## src/rtl/fetch_sequencer_pkg.sv

```systemverilog
// Shared constants for the fetch sequencer: FSM state encodings and the
// instruction-set opcode fields it decodes.
package fetch_sequencer_pkg;

   typedef enum logic [1:0] {
      ST_IDLE  = 2'd0,
      ST_FETCH = 2'd1,
      ST_ISSUE = 2'd2
   } fetchState_e;

   // Major opcode lives in instr[15:12]; bit 11 selects Z/N for conditional branches.
   localparam logic [3:0] OP_ADD     = 4'h1;
   localparam logic [3:0] OP_BR      = 4'h3;
   localparam logic [3:0] OP_BR_COND = 4'h4;
   localparam logic [3:0] OP_BR_SUB  = 4'h5;
   localparam logic [3:0] OP_RETURN  = 4'h6;

   localparam logic [4:0] OP_BR_Z = {OP_BR_COND, 1'b0};
   localparam logic [4:0] OP_BR_N = {OP_BR_COND, 1'b1};

   function automatic logic [3:0] opMajor(input logic [15:0] word);
      return word[15:12];
   endfunction

endpackage

```

## src/rtl/return_stack.sv

```systemverilog
// Circular return-address stack; a push when full overwrites the oldest entry.
// DEPTH must be a power of two so the pointer wraps naturally.
module return_stack #(
   parameter int DEPTH = 4,
   parameter int W     = 8
) (
   input  logic         clk,
   input  logic         reset_n,
   input  logic         push,
   input  logic         pop,
   input  logic [W-1:0] pushData,
   output logic [W-1:0] top,
   output logic         empty,
   output logic         full
);

   localparam int AW = (DEPTH > 1) ? $clog2(DEPTH) : 1;
   localparam logic [AW:0] FULL_CNT = (AW + 1)'(DEPTH);

   logic [W-1:0]  mem [DEPTH];
   logic [AW-1:0] wrPtr;
   logic [AW:0]   count;

   always_ff @(posedge clk or negedge reset_n) begin
      if (!reset_n) begin
         for (int i = 0; i < DEPTH; i++) mem[i] <= '0;
         wrPtr <= '0;
         count <= '0;
      end else if (push) begin
         mem[wrPtr] <= pushData;
         wrPtr      <= wrPtr + AW'(1);
         if (count != FULL_CNT) count <= count + (AW + 1)'(1);
      end else if (pop && !empty) begin
         wrPtr <= wrPtr - AW'(1);
         count <= count - (AW + 1)'(1);
      end
   end

   assign top   = mem[wrPtr - AW'(1)];
   assign empty = (count == '0);
   assign full  = (count == FULL_CNT);

endmodule

```

## src/rtl/fetch_sequencer.sv

```systemverilog
// Instruction fetch / PC sequencer feeding the control unit.
// Define FETCH_RAS_EN for a RAS_DEPTH-entry return stack; otherwise a single temp register.
//
// state    | meaning
// ST_IDLE  | waiting for run
// ST_FETCH | imem_req high, waiting for imem_ack
// ST_ISSUE | instr_valid high, waiting for instr_ready; PC updates on handshake
module fetch_sequencer
   import fetch_sequencer_pkg::*;
#(
   parameter int PC_W      = 8,
   parameter int RAS_DEPTH = 4
) (
   input  logic            clk,
   input  logic            reset_n,
   input  logic            run,
   output logic            imem_req,
   output logic [PC_W-1:0] imem_addr,
   input  logic            imem_ack,
   input  logic [15:0]     imem_rdata,
   output logic [15:0]     instr,
   output logic [4:0]      op_out,
   output logic            instr_valid,
   input  logic            instr_ready,
   input  logic            pc_line,
   input  logic            we_temp,
   input  logic            flag_z,
   input  logic            flag_n,
   output logic [PC_W-1:0] pc_out,
   output logic            ras_fault
);

   fetchState_e     state, stateNext;
   logic [PC_W-1:0] pc, pcNext, pcInc, tgt, retAddr, pcOutReg;
   logic [15:0]     instrReg;
   logic            handshake, isReturn, condTrue, doPush, doPop;

   assign handshake = (state == ST_ISSUE) && instr_ready;
   assign isReturn  = (opMajor(instrReg) == OP_RETURN);
   assign doPop     = handshake && isReturn;
   assign doPush    = handshake && !isReturn && we_temp;

   always_ff @(posedge clk or negedge reset_n) begin
      if (!reset_n) begin
         state    <= ST_IDLE;
         pc       <= '0;
         instrReg <= '0;
         pcOutReg <= '0;
      end else begin
         state <= stateNext;
         if (state == ST_FETCH && imem_ack) begin
            instrReg <= imem_rdata;
            pcOutReg <= pc;
         end
         if (handshake) pc <= pcNext;
      end
   end

   always_comb begin
      stateNext = state;
      unique case (state)
         ST_IDLE:  if (run)         stateNext = ST_FETCH;
         ST_FETCH: if (imem_ack)    stateNext = ST_ISSUE;
         ST_ISSUE: if (instr_ready) stateNext = ST_FETCH;
         default:                   stateNext = ST_IDLE;
      endcase
   end

   always_comb begin
      pcInc    = pc + PC_W'(1);
      tgt      = instrReg[PC_W-1:0];
      condTrue = instrReg[11] ? flag_n : flag_z;
      pcNext   = pcInc;
      if (isReturn)                          pcNext = retAddr;
      else if (we_temp)                      pcNext = tgt;
      else if (opMajor(instrReg) == OP_BR)   pcNext = tgt;
      else if (!pc_line)                     pcNext = condTrue ? tgt : pcInc;
   end

`ifdef FETCH_RAS_EN
   logic [PC_W-1:0] retTop;
   logic            rasEmpty, rasFaultReg;

   return_stack #(.DEPTH(RAS_DEPTH), .W(PC_W)) u_returnStack (
      .clk      (clk),
      .reset_n  (reset_n),
      .push     (doPush),
      .pop      (doPop),
      .pushData (pcInc),
      .top      (retTop),
      .empty    (rasEmpty),
      .full     ()
   );

   // Popping an empty stack restarts at address 0 and flags the underflow.
   assign retAddr = rasEmpty ? '0 : retTop;

   always_ff @(posedge clk or negedge reset_n) begin
      if (!reset_n) rasFaultReg <= 1'b0;
      else          rasFaultReg <= doPop && rasEmpty;
   end

   assign ras_fault = rasFaultReg;
`else
   logic [PC_W-1:0] tempReg;

   always_ff @(posedge clk or negedge reset_n) begin
      if (!reset_n)    tempReg <= '0;
      else if (doPush) tempReg <= pcInc;
   end

   assign retAddr   = tempReg;
   assign ras_fault = 1'b0;
`endif

   assign imem_req    = (state == ST_FETCH);
   assign instr_valid = (state == ST_ISSUE);
   assign imem_addr   = pc;
   assign instr       = instrReg;
   assign op_out      = instrReg[15:11];
   assign pc_out      = pcOutReg;

endmodule
```

## config.mk

```make
export PLATFORM = sky130hd
export DESIGN_NAME = fetch_sequencer
export DESIGN_NICKNAME = d
export VERILOG_FILES = /design/src/rtl/fetch_sequencer_pkg.sv /design/src/rtl/return_stack.sv /design/src/rtl/fetch_sequencer.sv
export SDC_FILE = /design/constraint.sdc
export NUM_CORES = 1
export LEC_CHECK = 0
export BUFFER_PORTS_ARGS = -buffer_cell sky130_fd_sc_hd__buf_4
export CORE_MARGIN = 3
export CORE_UTILIZATION = 50
export DETAILED_ROUTE_END_ITERATION = 6
export GPL_ROUTABILITY_DRIVEN = 0
export HOLD_SLACK_MARGIN = 0.05
export PLACE_DENSITY_LB_ADDON = 0.2
export SYNTH_ARGS = -nofsm -noshare
export SYNTH_HDL_FRONTEND = slang
export SYNTH_SLANG_ARGS = --single-unit
```

## constraint.sdc

```tcl
create_clock -name clk -period 1.94 [get_ports clk]
set_input_delay 0.097 -clock clk [delete_from_list [all_inputs] [get_ports clk]]
set_output_delay 0.097 -clock clk [all_outputs]
set_load 0.01 [all_outputs]
```

==> run metrics <==
outcome finished, final reports clean; Worst Max-Slew Pin Slew around 530 ps; Top Family by Delay on Critical Path compound AO/OA/AOI/OAI gates; syn_area_per_cell 11.7 µm²; area of the core roughly 0.0038 mm²; setup repair bufs after CTS 0; number of synthesized flops with an enable pin 0; clock slew at reported path FFs 70 ps; Hold-fix buffers, CTS 15; pre-CTS setup slack around 230 ps; drt total wl between 4 and 5 mm; clk buf depth 2; Post-route DRC 0; Clock Sinks 42; Die X-Extent about 70 µm; total gr overflow 0; Slew Viols, Final 0; WP buf/inv 0; RSZ-0062 raised after global routing no; cell breakdown of the critical path mux2_4 -> a211oi_2 -> nor3_1 -> a211o_1; Switching Share 0.370; placed cell areas 0.00253 mm²; Synth Cell Area around 0.0020 mm²; CTS tree yes; Rows 22; static leakage 1.29 nW; Internal roughly 2.7 mW; min-delay worst type in2reg; die footprint approximately 0.005 mm²; Post-synth top flop dfrtp_1; Rel. slew slack 0.647; Final Cell Area approximately 0.0028 mm²; startpoint types register; Max stage delay on crit path about 460 ps; Final setup viols 0; first-pass GRT wire length 8.04 mm; worst-skew pair later-pin latency between 200 and 300 ps; Die Ht 69.9 µm; Crit Path Max Fanout 7; Tmin final roughly 1700 ps; Port Buf Inserts 63; top-area cell type share of the netlist area 0.514; ANT nets after route 0; power density over the cells ~1600 mW/mm²; Final Util 0.733; top cells by area, synth dfrtp_1 (51%), mux2_2 (14%), buf_4 (2.9%); Routed WL per cell 16.1 µm; final HPWL from detailed placement ~3.4 mm; # diodes 0; Iter 0 DRT Violations between 80 and 90; VDD IR max between 0.8 and 0.9 mV; Yosys top cell by area dfrtp_1; #FFs+latches synth 42; Top-Level Pins 65; GRT Overall Usage 0.204; setup slack after layout around 220 ps; H-tree Lvls 2; CTS Buf Count 5; First-pass DRT Iterations 5; synth unique cells 46; layout cells sized above 1 0.427; WS Path Type reg2reg; synthesized instance count between 150 and 200; Final Power between 4 and 5 mW; Clk pwr share 0.131; skew final ~6.4 ps; register area share after synthesis 0.514; Syn Nets 200; CTS root buffer clkbuf_8; initial antenna violation count 0; cts repair resizes 0; Max Clk Rate between 500 and 600 MHz; Final Hold Fails 0; cell with the most instances after synthesis dfrtp_1; Comb power frac 0.463; Worst setup EP type register; critical path arrival between 1500 and 2000 ps; vias in the first global route 1,683; area grow syn2layout 36.2%; final setup TNS 0 ps; NumNets Final approximately 280; NetSw between 1.5 and 2 mW; Synth warnings 0; ys async rst share 1.00; Post-synth top cells dfrtp_1 (42), mux2_2 (26), o21ai_0 (11), buf_4 (8), nand2_1 (7); MaxCap Viol Count 0; crit path max-delay cell type a211oi_2; routed vias ~1.7k; effective utilization at floorplan 0.538; largest net degree at the start of global routing 43; Seq pwr share 0.406; Critical Path RT between 2000 and 2500 ps; Via density 5.52; post-route clock period utilization 0.888
==> worst paths after layout <==
check / startpoint / endpoint / slack [ps] / cells after the start
max: instr[11]$_DFFE_PN0P_ / imem_addr[7]$_DFFE_PN0P_ / 220 / 4
min: imem_rdata[9] / instr[9]$_DFFE_PN0P_ / 60 / 2
max reg2reg: instr[11]$_DFFE_PN0P_ / imem_addr[7]$_DFFE_PN0P_ / 220 / 4
min reg2reg: pc_out[1]$_DFFE_PN0P_ / pc_out[1]$_DFFE_PN0P_ / 510 / 1
max in group asynchronous: reset_n / instr[2]$_DFFE_PN0P_ / 1240 / 2
min in group asynchronous: reset_n / retAddr[6]$_DFFE_PN0P_ / 320 / 2
==> per-layer routing <==
metal / vias up / part of all wire / global-route usage
met3: 6 / 0.047 / 0.0446
met5: - / 0 / 0
met2: 54 / 0.52 / 0.360
met4: 0 / 0.011 / 0.0553
met1: 822 / 0.42 / 0.250
li1: 779 / - / -
==> power by group through the flow <==
stage | logic, mW | registers [mW] | clock network (mW)
floorplan | 1.07 | 1.80 | 0
global placement | 1.94 | 1.74 | 0
detailed placement | 1.99 | 1.77 | 0
CTS | 2.02 | 1.76 | 0.582
global route | 2.19 | 1.83 | 0.618
finish | 2.01 | 1.76 | 0.570
==> placed cells by master (no fill, tap or decap), types with 2 or more instances in the layout <==
cell type and n:
o32ai_1 2, nand2_1 7, dlygate4sd3_1 16, o21ai_1 2, xnor2_1 3, nor3_1 6, xor2_1 2, mux2_2 26
o31ai_1 2, o22ai_1 2, buf_4 68, clkbuf_8 6, nor2_1 5, inv_1 6, o22a_1 2, nor3b_1 3
o21ai_0 11, nand2b_1 2, o21a_1 2, mux2i_1 3, nand3_1 5, a21oi_1 5, dfrtp_1 42
==> worst reg2reg max path, stage by stage (launching register included) <==
cell and delay, ps:
dfrtp_1 420, mux2_4 350, a211oi_2 460, nor3_1 100
a211o_1 280
==> final cells by class <==
cell class	instances	area, µm²
Sequential cell	42	1050
Timing Repair Buffer	84	671
Multi-Input combinational cell	113	887
Tap cell	48	60.1
Inverter	6	22.5
Clock inverter	1	5.00
Fill cell	257	1020
Clock buffer	7	86.3
==> state kept, by name (all words and copies together), names as in the netlist <==
signal / cells
imem_addr: 8
pc_out: 8
retAddr: 8
instr: 16
state: 2
==> per-stage QoR <==
stage | instances | hold slack, ps
6_report | 301 | 63.3
5_1_grt | 301 | 58.3
4_1_cts | 300 | 51.4
3_5_place_dp | 277 | 114
3_3_place_gp | 277 | 104
2_1_floorplan | 174 | -199
==> kinds of logic (layout without fill, tap and decap cells) <==
kind of cell               after synthesis  count (layout)  share of synthesized area
buffers and inverters                   19              98                     0.0514
other                                    1               1                    0.00184
and+or+nand+nor                         41              41                      0.116
AOI/OAI and AO/OA                       35              35                      0.123
muxes                                   30              30                      0.165
xor gates and xnor gates                 5               5                     0.0214
DFF                                     42              42                      0.514
adders and majority gates                1               1                    0.00612
(Power assumes the default switching activity.)
